File: src/rtl/ecdsa_sign_arbiter.sv
// ecdsa_sign_arbiter: round-robin owner selection for one shared ECDSA
// signing core, with nonce fetch, bounded retry and result capture.
// Optional per-attempt watchdog enabled by defining ECDSA_ARB_TIMEOUT_EN;
// when undefined the arbiter waits indefinitely for TRNG and core.
//
// state   | meaning
// IDLE    | no job; wait for a request while the core is ready
// ARB     | round-robin pick of the next owner, latch grant/sel
// NONCE   | strobe trng_req once, wait for trng_valid
// BUSY    | core_go high, wait for core_done
// CHECK   | core_go high, sample core_failure, capture r/s
// DRAIN   | core_go low, wait for core_ready
// RESP    | one-cycle rsp_valid to the owner, advance rr pointer
// RECOVER | pulse core_rst, count retry, retry or give up
module ecdsa_sign_arbiter #(
   parameter int NUM_REQ        = 4,
   parameter int KEY_SIZE       = 256,
   parameter int MAX_RETRY      = 3,
   parameter int TIMEOUT_CYCLES = 65535
) (
   input  logic                       clk,
   input  logic                       rst,
   input  logic [NUM_REQ-1:0]         req,
   output logic [NUM_REQ-1:0]         grant,
   output logic [$clog2(NUM_REQ)-1:0] sel,
   output logic [NUM_REQ-1:0]         rsp_valid,
   output logic                       rsp_fail,
   output logic [KEY_SIZE-1:0]        r_out,
   output logic [KEY_SIZE-1:0]        s_out,
   output logic                       core_go,
   output logic                       core_rst,
   input  logic                       core_ready,
   input  logic                       core_done,
   input  logic                       core_failure,
   input  logic [KEY_SIZE-1:0]        core_r,
   input  logic [KEY_SIZE-1:0]        core_s,
   output logic                       trng_req,
   input  logic                       trng_valid
);

   localparam int SEL_W = $clog2(NUM_REQ);
   localparam int RC_W  = $clog2(MAX_RETRY + 1);

   typedef enum logic [2:0] {
      IDLE, ARB, NONCE, BUSY, CHECK, DRAIN, RESP, RECOVER
   } state_t;

   state_t              state_q, state_d;
   logic [NUM_REQ-1:0]  grant_q, grant_d;
   logic [SEL_W-1:0]    sel_q, sel_d;
   logic [SEL_W-1:0]    rr_ptr_q, rr_ptr_d;
   logic [RC_W-1:0]     retry_q, retry_d;
   logic [KEY_SIZE-1:0] r_q, r_d;
   logic [KEY_SIZE-1:0] s_q, s_d;
   logic                fail_q, fail_d;
   logic                trng_first_q, trng_first_d;

   logic                pick_found;
   logic [SEL_W-1:0]    pick_idx;
   logic [SEL_W-1:0]    scan_idx;

`ifdef ECDSA_ARB_TIMEOUT_EN
   localparam int WD_W = $clog2(TIMEOUT_CYCLES + 1);
   logic [WD_W-1:0]     wd_q, wd_d;
`endif

   // Round-robin search: first requester at or after rr_ptr, wrapping.
   always_comb begin
      pick_found = 1'b0;
      pick_idx   = '0;
      scan_idx   = '0;
      for (int i = 0; i < NUM_REQ; i++) begin
         scan_idx = SEL_W'((int'(rr_ptr_q) + i) % NUM_REQ);
         if (!pick_found && req[scan_idx]) begin
            pick_found = 1'b1;
            pick_idx   = scan_idx;
         end
      end
   end

   // Next-state and job bookkeeping.
   always_comb begin
      state_d  = state_q;
      grant_d  = grant_q;
      sel_d    = sel_q;
      rr_ptr_d = rr_ptr_q;
      retry_d  = retry_q;
      r_d      = r_q;
      s_d      = s_q;
      fail_d   = fail_q;
      case (state_q)
         IDLE: if ((|req) && core_ready) state_d = ARB;
         ARB: begin
            if (pick_found) begin
               sel_d             = pick_idx;
               grant_d           = '0;
               grant_d[pick_idx] = 1'b1;
               retry_d           = '0;
               fail_d            = 1'b0;
               state_d           = NONCE;
            end else begin
               // requester withdrew before arbitration; nothing to serve
               state_d = IDLE;
            end
         end
         NONCE: if (trng_valid) state_d = BUSY;
         BUSY:  if (core_done) state_d = CHECK;
         CHECK: begin
            if (core_failure) begin
               state_d = RECOVER;
            end else begin
               r_d     = core_r;
               s_d     = core_s;
               state_d = DRAIN;
            end
         end
         DRAIN: if (core_ready) state_d = RESP;
         RESP: begin
            rr_ptr_d = (sel_q == SEL_W'(NUM_REQ - 1)) ? '0 : sel_q + 1'b1;
            grant_d  = '0;
            state_d  = IDLE;
         end
         RECOVER: begin
            retry_d = retry_q + 1'b1;
            if (retry_q == RC_W'(MAX_RETRY - 1)) begin
               fail_d  = 1'b1;
               r_d     = '0;
               s_d     = '0;
               state_d = RESP;
            end else begin
               state_d = NONCE;
            end
         end
         default: state_d = IDLE;
      endcase
`ifdef ECDSA_ARB_TIMEOUT_EN
      wd_d = wd_q;
      if (state_q inside {NONCE, BUSY, CHECK, DRAIN}) begin
         wd_d = wd_q + 1'b1;
         // watchdog expiry overrides whatever the attempt was doing
         if (wd_q == WD_W'(TIMEOUT_CYCLES - 1)) state_d = RECOVER;
      end
      if ((state_d == NONCE) && (state_q != NONCE)) wd_d = '0;
`endif
      trng_first_d = (state_d == NONCE) && (state_q != NONCE);
   end

   // State and job registers, synchronous reset.
   always_ff @(posedge clk) begin
      if (rst) begin
         state_q      <= IDLE;
         grant_q      <= '0;
         sel_q        <= '0;
         rr_ptr_q     <= '0;
         retry_q      <= '0;
         r_q          <= '0;
         s_q          <= '0;
         fail_q       <= 1'b0;
         trng_first_q <= 1'b0;
      end else begin
         state_q      <= state_d;
         grant_q      <= grant_d;
         sel_q        <= sel_d;
         rr_ptr_q     <= rr_ptr_d;
         retry_q      <= retry_d;
         r_q          <= r_d;
         s_q          <= s_d;
         fail_q       <= fail_d;
         trng_first_q <= trng_first_d;
      end
   end

`ifdef ECDSA_ARB_TIMEOUT_EN
   // Per-attempt watchdog counter.
   always_ff @(posedge clk) begin
      if (rst) wd_q <= '0;
      else     wd_q <= wd_d;
   end
`endif

   // Outputs decode from registered state only.
   assign grant     = grant_q;
   assign sel       = sel_q;
   assign core_go   = (state_q == BUSY) || (state_q == CHECK);
   assign core_rst  = (state_q == RECOVER);
   assign trng_req  = (state_q == NONCE) && trng_first_q;
   assign rsp_valid = (state_q == RESP) ? grant_q : '0;
   assign rsp_fail  = (state_q == RESP) && fail_q;
   assign r_out     = r_q;
   assign s_out     = s_q;

endmodule

File: config.mk
export PLATFORM = sky130hd
export DESIGN_NAME = ecdsa_sign_arbiter
export DESIGN_NICKNAME = d
export VERILOG_FILES = /design/src/rtl/ecdsa_sign_arbiter.sv
export SDC_FILE = /design/constraint.sdc
export NUM_CORES = 1
export LEC_CHECK = 0
export CORE_AREA = 4 4 410 412
export CTS_BUF_LIST = sky130_fd_sc_hd__clkbuf_4
export CTS_CLUSTER_DIAMETER = 40
export DETAILED_ROUTE_END_ITERATION = 10
export DIE_AREA = 0 0 414 416
export PLACE_DENSITY = 0.43
export SYNTH_ARGS = -nofsm -noshare
export SYNTH_HDL_FRONTEND = slang
export SYNTH_SLANG_ARGS = --single-unit
File: constraint.sdc
create_clock -name clk -period 4.2 [get_ports clk]
set_clock_uncertainty 0.1 [all_clocks]
set_input_delay 0.63 -clock clk [delete_from_list [all_inputs] [get_ports clk]]
set_output_delay 0.63 -clock clk [all_outputs]
set_load 0.02 [all_outputs]
[Word-level counts from Yosys, hierarchy flattened]
Cells that the tools add are included.
Word-level totals
  bits in registers: 527
Operators by class
  $add $sub $neg: 5
  $lt $le $gt $ge: 6
  equality and inequality tests: 14
  multiplexer cells: 40
  reductions and logical operators: 22
Operator list (number)
  one-hot mux 256 bit (2 select lines): 2
  2-to-1 mux 256 bit: 3
  one-hot mux 3 bit (8 select lines): 1
  2-to-1 mux 2 bit: 8
  < comparator 2 x 3 -> 1 bit (second input constant): 5
  2-to-1 mux 3 bit: 5
  equality test 3 bit (second input constant): 4
  2-to-1 mux 1 bit: 11
  equality test 3 x 2 -> 1 bit (second input constant): 3
  binary-select mux 1 bit (select 2 bit): 4
  logical AND 1 bit: 8
  2-to-1 mux 4 bit: 2
  one-hot mux 4 bit (2 select lines): 1
  adder 2 x 1 -> 2 bit (second input constant): 3
  AND reduction 2 bit: 3
  AND reduction 3 bit: 2
  nonzero test 2 bit: 3
  adder 2 bit (second input constant): 2
  equality test 2 bit (second input constant): 2
  inequality test 2 bit (second input constant): 2
  one-hot mux 2 bit (2 select lines): 1
  OR reduction 4 bit: 1
  equality test 3 x 1 -> 1 bit (second input constant): 1
  zero test 1 bit: 3
  other kinds (7): 7

[Longest topological paths before layout]
Gate-level depths: netlist of run 1.
  word-level depth: 18
  mapped depth: 9
  depth with buffers taken out: 6

[Worst setup path after synthesis of run 1]
Ideal clock, no wire load.
  path type: flip-flop to output port
  from: register state_q[1]
  to: output port trng_req
  arrival: 1.198 ns
  required time: 3.470 ns
  path slack: 2.272 ns
  stages on the path, launching flop included: 4
  buffers on the path: 1
  cell sequence: dfxtp_1 buf_2 nand2b_1 nor3b_1
Between the ends
  word-level cells in the longest chain between the ends: 2
RTL lines
  start: declaration: RTL line 48  | state_t state_q, state_d;
  start signal: assignment: RTL line 161  | state_q <= state_d;
  equality test 3 x 2 -> 1 bit: RTL line 186  | assign trng_req = (state_q == NONCE) && trng_first_q;
  logical AND 1 bit: RTL line 186
  end: declaration: RTL line 37  | output logic trng_req,
No other way between the ends.

[Worst setup path after layout of run 1]
  from: register state_q[0]
  to: output port rsp_fail
Between the ends
  word-level cells in the longest chain between the ends: 2
RTL lines
  equality test 3 bit: RTL line 188  | assign rsp_fail = (state_q == RESP) && fail_q;
  logical AND 1 bit: RTL line 188
  end: declaration: RTL line 27  | output logic rsp_fail,
No other way between the ends.

==> results of run 1 <==
-- worst paths after layout --
kind                           startpoint                       to  slack, ps  cells after the start
hold reg to reg   s_out[188]$_SDFFE_PP0P_  s_out[188]$_SDFFE_PP0P_        350                      2
setup reg to reg    state_q[0]$_SDFF_PP0_   s_out[68]$_SDFFE_PP0P_       1050                      6
hold / removal                 core_ready    state_q[0]$_SDFF_PP0_        300                      4
setup / recovery    state_q[0]$_SDFF_PP0_                 rsp_fail        440                      4
-- through the flow --
| stage | area, um2 | cells |
|---|---|---|
| after floorplan | 19590 | 2388 |
| final | 39440 | 6279 |
| after global routing | 39420 | 6269 |
| after global placement | 32110 | 5442 |
| after CTS | 39340 | 6239 |
| after detailed placement | 32110 | 5442 |
-- cells in the final DEF (no fill, tap or decap), types with 5 or more instances in the layout --
master                            instances
sky130_fd_sc_hd__nand2_1                528
sky130_fd_sc_hd__buf_12                  16
sky130_fd_sc_hd__nor2_1                   8
sky130_fd_sc_hd__dlygate4sd3_1          517
sky130_fd_sc_hd__clkdlybuf4s50_1       1046
sky130_fd_sc_hd__nand3_1                494
sky130_fd_sc_hd__dfxtp_1                525
sky130_fd_sc_hd__buf_4                   35
sky130_fd_sc_hd__diode_2                 40
sky130_fd_sc_hd__nand3_2                 20
sky130_fd_sc_hd__and2_1                   6
sky130_fd_sc_hd__nor2b_1                  5
sky130_fd_sc_hd__a21oi_1                516
sky130_fd_sc_hd__clkinv_1                24
sky130_fd_sc_hd__clkbuf_4               237
sky130_fd_sc_hd__a21oi_2                  9
sky130_fd_sc_hd__inv_8                    5
sky130_fd_sc_hd__nand2b_1                 5
-- logic make-up after synthesis --
logic type	count (synthesis)	share of synthesized area, %
AO/OA/AOI/OAI	539	14.16
adder cells (fa/ha/maj)	2	0.1277
multiplexers	2	0.1022
flip-flops	527	53.86
AND/OR/NAND/NOR	1081	25.00
buffers and inverters	237	6.751
-- power by group --
group | leakage, nW | internal [W] | switching (W)
registers | 4.24 | 0.00501 | 0.0000116
logic | 7.48 | 0.000780 | 0.000365
clock network | 1.22 | 0.00262 | 0.00258
total | 12.9 | 0.00841 | 0.00295
-- flip-flops by register name, indices dropped and copies added, names as in the netlist --
register and cells:
fail_q 1, rr_ptr_q 2, trng_first_q 1, sel 2, r_out 256, retry_q 2, state_q 3, s_out 256
grant 4
-- timing repair --
action | 4_1_cts | 5_1_grt
endpoints found under the setup margin | 3 | 0
hold buffers | 517 | 0
hold endpoints to repair | 519 | 0
resized for setup | 2 | 0
-- metal layers --
metal	track usage [%]	up-vias
met4	6.735	0
li1	-	11397
met3	4.527	220
met5	0	-
met2	22.07	830
met1	16.37	11024
-- tightest hold or removal path: stages --
cell and delay [ps]:
sky130_fd_sc_hd__clkdlybuf4s50_1 430, sky130_fd_sc_hd__o21ai_0 180, sky130_fd_sc_hd__o31a_1 160, sky130_fd_sc_hd__nor2_1 50
-- area by class of cell --
class	instances	area share (%)
antenna	40	0.2538
clock buffer	237	4.511
clock inverter	43	0.6852
inverter	4	0.03807
multi-input combinational	1624	19.63
sequential	527	26.75
tap	2189	6.944
timing repair buffer	1615	41.18
==> PnR_summary.wiki, run 1 <==
{| class="wikitable"
! Metric !! Value
|-
| Cell with the largest stage delay on the worst path || sky130_fd_sc_hd__dfxtp_1
|-
| Worst Slack Setup Final || 437.6 ps
|-
| Wire length reported by the detailed router || 123300 um
|-
| Total Power || 0.01136 W
|-
| Largest area contributor in the synthesized netlist || sky130_fd_sc_hd__dfxtp_1
|-
| Dominant cells by area after synthesis || sky130_fd_sc_hd__dfxtp_1, sky130_fd_sc_hd__a21oi_1, sky130_fd_sc_hd__nand3_1
|-
| FILL cells || 18131
|-
| Leakage || 12.94 nW
|-
| Setup repair after global routing missed its margin || false
|-
| Crit Path Category || flip-flop to primary output
|-
| Netlist area before placement || 19590 um2
|-
| Type of the tightest min-delay check || input pin to flip-flop
|-
| Remaining DRCs || 0
|-
| Post-synthesis sequential area ratio || 53.86%
|-
| Number of pins exceeding their max-slew limit in the final report || 0
|-
| Number of vias per cell after detailed routing || 3.738
|-
| Total routing resource utilization after global routing || 13.71%
|-
| Post-DP HPWL || 92070 um
|-
| Maximum single-stage delay on the critical path || 770 ps
|-
| TNS Setup || 0 ps
|-
| RePlAce Congestion || 0.8214
|-
| Pre-CTS setup slack || 1061 ps
|-
| Chip width || 414 um
|-
| Clock tree from TritonCTS || built
|-
| Endpoint type of the worst setup path || primary output
|-
| Setup fix buffers added after clock tree synthesis || 0
|-
| Cell count after synthesis || 2388
|-
| First-pass DRT Iterations || 5
|-
| Final Hold Fails || 0
|-
| Wl on met1 || 51530 um
|-
| Portion of synthesized cell area occupied by the leading cell type || 53.86%
|-
| Die Height || 416 um
|-
| Floorplan Core Area || 164400 um2
|-
| Data required time of the worst path || 3470 ps
|-
| Average cell area after synthesis || 8.203 um2
|-
| Max-cap check violation count || 0
|-
| Post-synthesis cell type count || 42
|-
| Floorplan die area || 172200 um2
|-
| Drt wl/cell || 19.63 um
|-
| Vias in the first global route || 23952
|-
| Antenna-violating nets left || 0
|-
| WL met2 || 57910 um
|-
| Insertion delay of the later-clocked pin in the worst-skew pair || 1170 ps
|-
| Remaining max-slew budget at the tightest pin || 30.08%
|-
| Clock slew at the register clock pins of the worst setup and hold paths || 40 ps
|-
| Critical path cell sequence || nor2_1 -> buf_4 -> and2_1 -> clkdlybuf4s50_1
|-
| Combined flip-flop and latch cell area || 10550 um2
|-
| Worst Path Buf+Inv || 2
|-
| Syn Nets || 2912
|-
| Via count || 23471
|-
| Category of the worst setup path launch point || flip-flop
|-
| Boundary Pins || 1048
|-
| End-of-flow core utilization || 23.99%
|-
| Post-route clock period utilization || 89.58%
|-
| Worst slack on hold paths || 303.6 ps
|-
| Share of synthesized registers carrying an async set or reset || 0%
|-
| Largest voltage drop on the vdd net || 240.2 uV
|-
| Num Clock Sinks || 527
|-
| Share of post-route cells with drive strength above 1 || 8.593%
|-
| Cell family with most CP delay || buffers and inverters
|-
| Count of flip-flops with a built-in enable after synthesis || 0
|-
| Wire length of the first global-routing pass || 173700 um
|-
| Final net count || 4466
|-
| Count of buffers inserted at the top-level ports || 1047
|-
| Crit path time final || 3762 ps
|-
| Transition time at the pin with the least slew margin || 1049 ps
|-
| Layout area overhead || 101.3%
|-
| Multi-input gate area || 7742 um2
|-
| Ranking of synthesized cells by instance count || sky130_fd_sc_hd__nand2_1, sky130_fd_sc_hd__dfxtp_1, sky130_fd_sc_hd__a21oi_1
|-
| # setup viols final || 0
|-
| Clk Tree Root Cell || sky130_fd_sc_hd__clkbuf_4
|-
| Maximum number of pins on one net before global-route repair || 159
|-
| Top fanout value on the critical path || 18
|-
| Result of the run || completed
|-
| Total number of placement rows || 149
|-
| Top flip-flop cell by instance count after synthesis || sky130_fd_sc_hd__dfxtp_1
|-
| Worst EP arrival || 3030 ps
|-
| Most common cell in the synthesized netlist || sky130_fd_sc_hd__nand2_1
|-
| Initial antenna violation count || 34
|-
| Number of flip-flops and latches in the synthesized netlist || 527
|-
| Max Root-Sink Buffers || 3
|-
| Routed length on met3 || 8440 um
|-
| GR Overflow Total || 0
|-
| Level count of the clock H-tree || 4
|-
| DRT iter0 DRCs || 1104
|-
| Total of warnings raised by yosys || 0
|-
| F_max || 265.8 MHz
|-
| Inserted Clock Buffers || 170
|-
| Initial standard-cell utilization of the core || 11.91%
|-
| Total power per unit cell area || 288.1 nW/um2
|-
| DR top layer || met4
|}
(Power assumes the default switching activity.)
==> run 2: changes to the inputs <==
--- a/config.mk
+++ b/config.mk
@@ -5,12 +5,13 @@
 export SDC_FILE = /design/constraint.sdc
 export NUM_CORES = 1
 export LEC_CHECK = 0
-export CORE_AREA = 4 4 410 412
+export CORE_AREA = 10 10 404 406
 export CTS_BUF_LIST = sky130_fd_sc_hd__clkbuf_4
 export CTS_CLUSTER_DIAMETER = 40
 export DETAILED_ROUTE_END_ITERATION = 10
 export DIE_AREA = 0 0 414 416
-export PLACE_DENSITY = 0.43
+export PLACE_DENSITY = 0.45
 export SYNTH_ARGS = -nofsm -noshare
 export SYNTH_HDL_FRONTEND = slang
 export SYNTH_SLANG_ARGS = --single-unit
+export TNS_END_PERCENT = 5
==> run 2 against run 1 <==
Critical path depth decreased by 1. Via count grew 0.96%. Maximum frequency shrank 2.8%. Power decreased by 0.53%. Final cell count decreased by 2.3%. Critical path type unchanged. Highest routed layer is now met5.
==> PnR_summary.wiki, run 2 (same netlist as run 1, synthesis figures left out) <==
{| class="wikitable"
! Metric !! Value
|-
| Wire length of the first global-routing pass || 178500 um
|-
| Transition time at the pin with the least slew margin || 1004 ps
|-
| Boundary Pins || 1048
|-
| Maximum number of pins on one net before global-route repair || 168
|-
| Remaining max-slew budget at the tightest pin || 33.03%
|-
| FILL cells || 16940
|-
| Worst EP arrival || 3140 ps
|-
| Post-route clock period utilization || 92.16%
|-
| Num Clock Sinks || 527
|-
| Initial antenna violation count || 49
|-
| Max Root-Sink Buffers || 3
|-
| Crit Path Category || flip-flop to primary output
|-
| Multi-input gate area || 7736 um2
|-
| Combined flip-flop and latch cell area || 10550 um2
|-
| Clock tree from TritonCTS || built
|-
| Wire length reported by the detailed router || 127400 um
|-
| Vias in the first global route || 24466
|-
| Clock slew at the register clock pins of the worst setup and hold paths || 50 ps
|-
| Die Height || 416 um
|-
| Cell with the largest stage delay on the worst path || sky130_fd_sc_hd__clkdlybuf4s50_1
|-
| Final net count || 4461
|-
| Count of buffers inserted at the top-level ports || 1047
|-
| Drt wl/cell || 20.77 um
|-
| Worst flop-to-flop path startpoint || state_q[1]$_SDFF_PP0_
|-
| Remaining DRCs || 0
|-
| Result of the run || completed
|-
| Setup fix buffers added after clock tree synthesis || 0
|-
| Level count of the clock H-tree || 4
|-
| Maximum single-stage delay on the critical path || 760 ps
|-
| RePlAce Congestion || 0.8447
|-
| Clk Tree Root Cell || sky130_fd_sc_hd__clkbuf_4
|-
| F_max || 258.3 MHz
|-
| Antenna-violating nets left || 0
|-
| Inserted Clock Buffers || 168
|-
| Total routing resource utilization after global routing || 14.00%
|-
| Top fanout value on the critical path || 14
|-
| Setup repair after global routing missed its margin || false
|-
| Number of vias per cell after detailed routing || 3.864
|-
| Layout area overhead || 100.3%
|-
| Category of the worst setup path launch point || flip-flop
|-
| Data required time of the worst path || 3470 ps
|-
| Via count || 23697
|-
| Floorplan Core Area || 155300 um2
|-
| Share of post-route cells with drive strength above 1 || 8.127%
|-
| Total Power || 0.01130 W
|-
| Post-DP HPWL || 94710 um
|-
| Critical hold path startpoint || core_s[4]
|-
| Largest voltage drop on the vdd net || 161.9 uV
|-
| # setup viols final || 0
|-
| Leakage || 13.02 nW
|-
| Total power per unit cell area || 288.1 nW/um2
|-
| First element of the critical path || state_q[2]$_SDFF_PP0_
|-
| Total number of placement rows || 145
|-
| Max-cap check violation count || 0
|-
| Number of pins exceeding their max-slew limit in the final report || 0
|-
| Commonest non-fill, non-tap cell in the layout || sky130_fd_sc_hd__clkdlybuf4s50_1
|-
| GR Overflow Total || 0
|-
| Final Hold Fails || 0
|-
| Insertion delay of the later-clocked pin in the worst-skew pair || 1080 ps
|-
| Worst Slack Setup Final || 329.1 ps
|-
| Top library cells by usage in the layout, fill and taps aside || sky130_fd_sc_hd__clkdlybuf4s50_1, sky130_fd_sc_hd__nand2_1, sky130_fd_sc_hd__dfxtp_1, sky130_fd_sc_hd__dlygate4sd3_1, sky130_fd_sc_hd__a21oi_1
|-
| Worst slack on hold paths || 176.3 ps
|-
| Crit path time final || 3871 ps
|-
| DRT iter0 DRCs || 1601
|-
| Type of the tightest min-delay check || input pin to flip-flop
|-
| TNS Setup || 0 ps
|-
| Floorplan die area || 172200 um2
|-
| Pre-CTS setup slack || 1146 ps
|-
| Chip width || 414 um
|-
| First-pass DRT Iterations || 5
|-
| Endpoint type of the worst setup path || primary output
|-
| Initial standard-cell utilization of the core || 12.61%
|-
| Critical path cell sequence || nand2b_1 -> o21ai_0 -> clkdlybuf4s50_1
|}
-- run 2: layer usage --
metal  up-vias  GRT usage, %  share of wire [%]
met5         -             0               0.17
met4        34         7.866                5.6
met3       290         5.748                8.8
met2       913         22.60                 46
met1     11095         15.57                 39
li1      11365             -                  -
-- run 2: through the flow --
step	cell area (um2)	util [%]	instances
5_1_grt	39210	25.25	6123
2_1_floorplan	19590	-	2388
3_5_place_dp	31920	20.55	5301
6_report	39240	25.26	6132
4_1_cts	39170	25.22	6106
3_3_place_gp	31920	20.55	5301
-- run 2: cell type report --
class                      count  share of cell area, %
sequential                   527                  26.89
tap                         2058                  6.563
clock buffer                 229                  4.382
timing repair buffer        1612                  41.51
inverter                       4                0.03827
clock inverter                52                 0.7271
antenna                       26                 0.1658
multi-input combinational   1624                  19.72
-- run 2: timing repair --
| action | in CTS | in global routing |
|---|---|---|
| endpoints found under the setup margin | 1 | 0 |
| resized for setup | 1 | 0 |
| hold endpoints to repair | 491 | 0 |
| hold buffers | 524 | 0 |
-- run 2: power by group --
group	total [W]	switching, W	internal, W
Combinational	0.00115	0.000382	0.000768
Clock	0.00513	0.00260	0.00254
Sequential	0.00502	0.00000962	0.00501
Total	0.0113	0.00299	0.00831
-- run 2: worst paths after layout --
kind,to,slack (ps),cells after the start
worst max-delay path,core_go,330,3
worst min-delay path,s_out[4]$_SDFFE_PP0P_,180,3
worst max register to register,s_out[44]$_SDFFE_PP0P_,1060,7
worst min register to register,r_out[118]$_SDFFE_PP0P_,350,2
-- run 2: worst max-delay path, delay by kind of cell (launching register included) --
kind,cells,cell delay (ps)
and+or+nand+nor,1,180
AOI/OAI and AO/OA,1,470
buffers and inverters,1,760
DFF,1,680
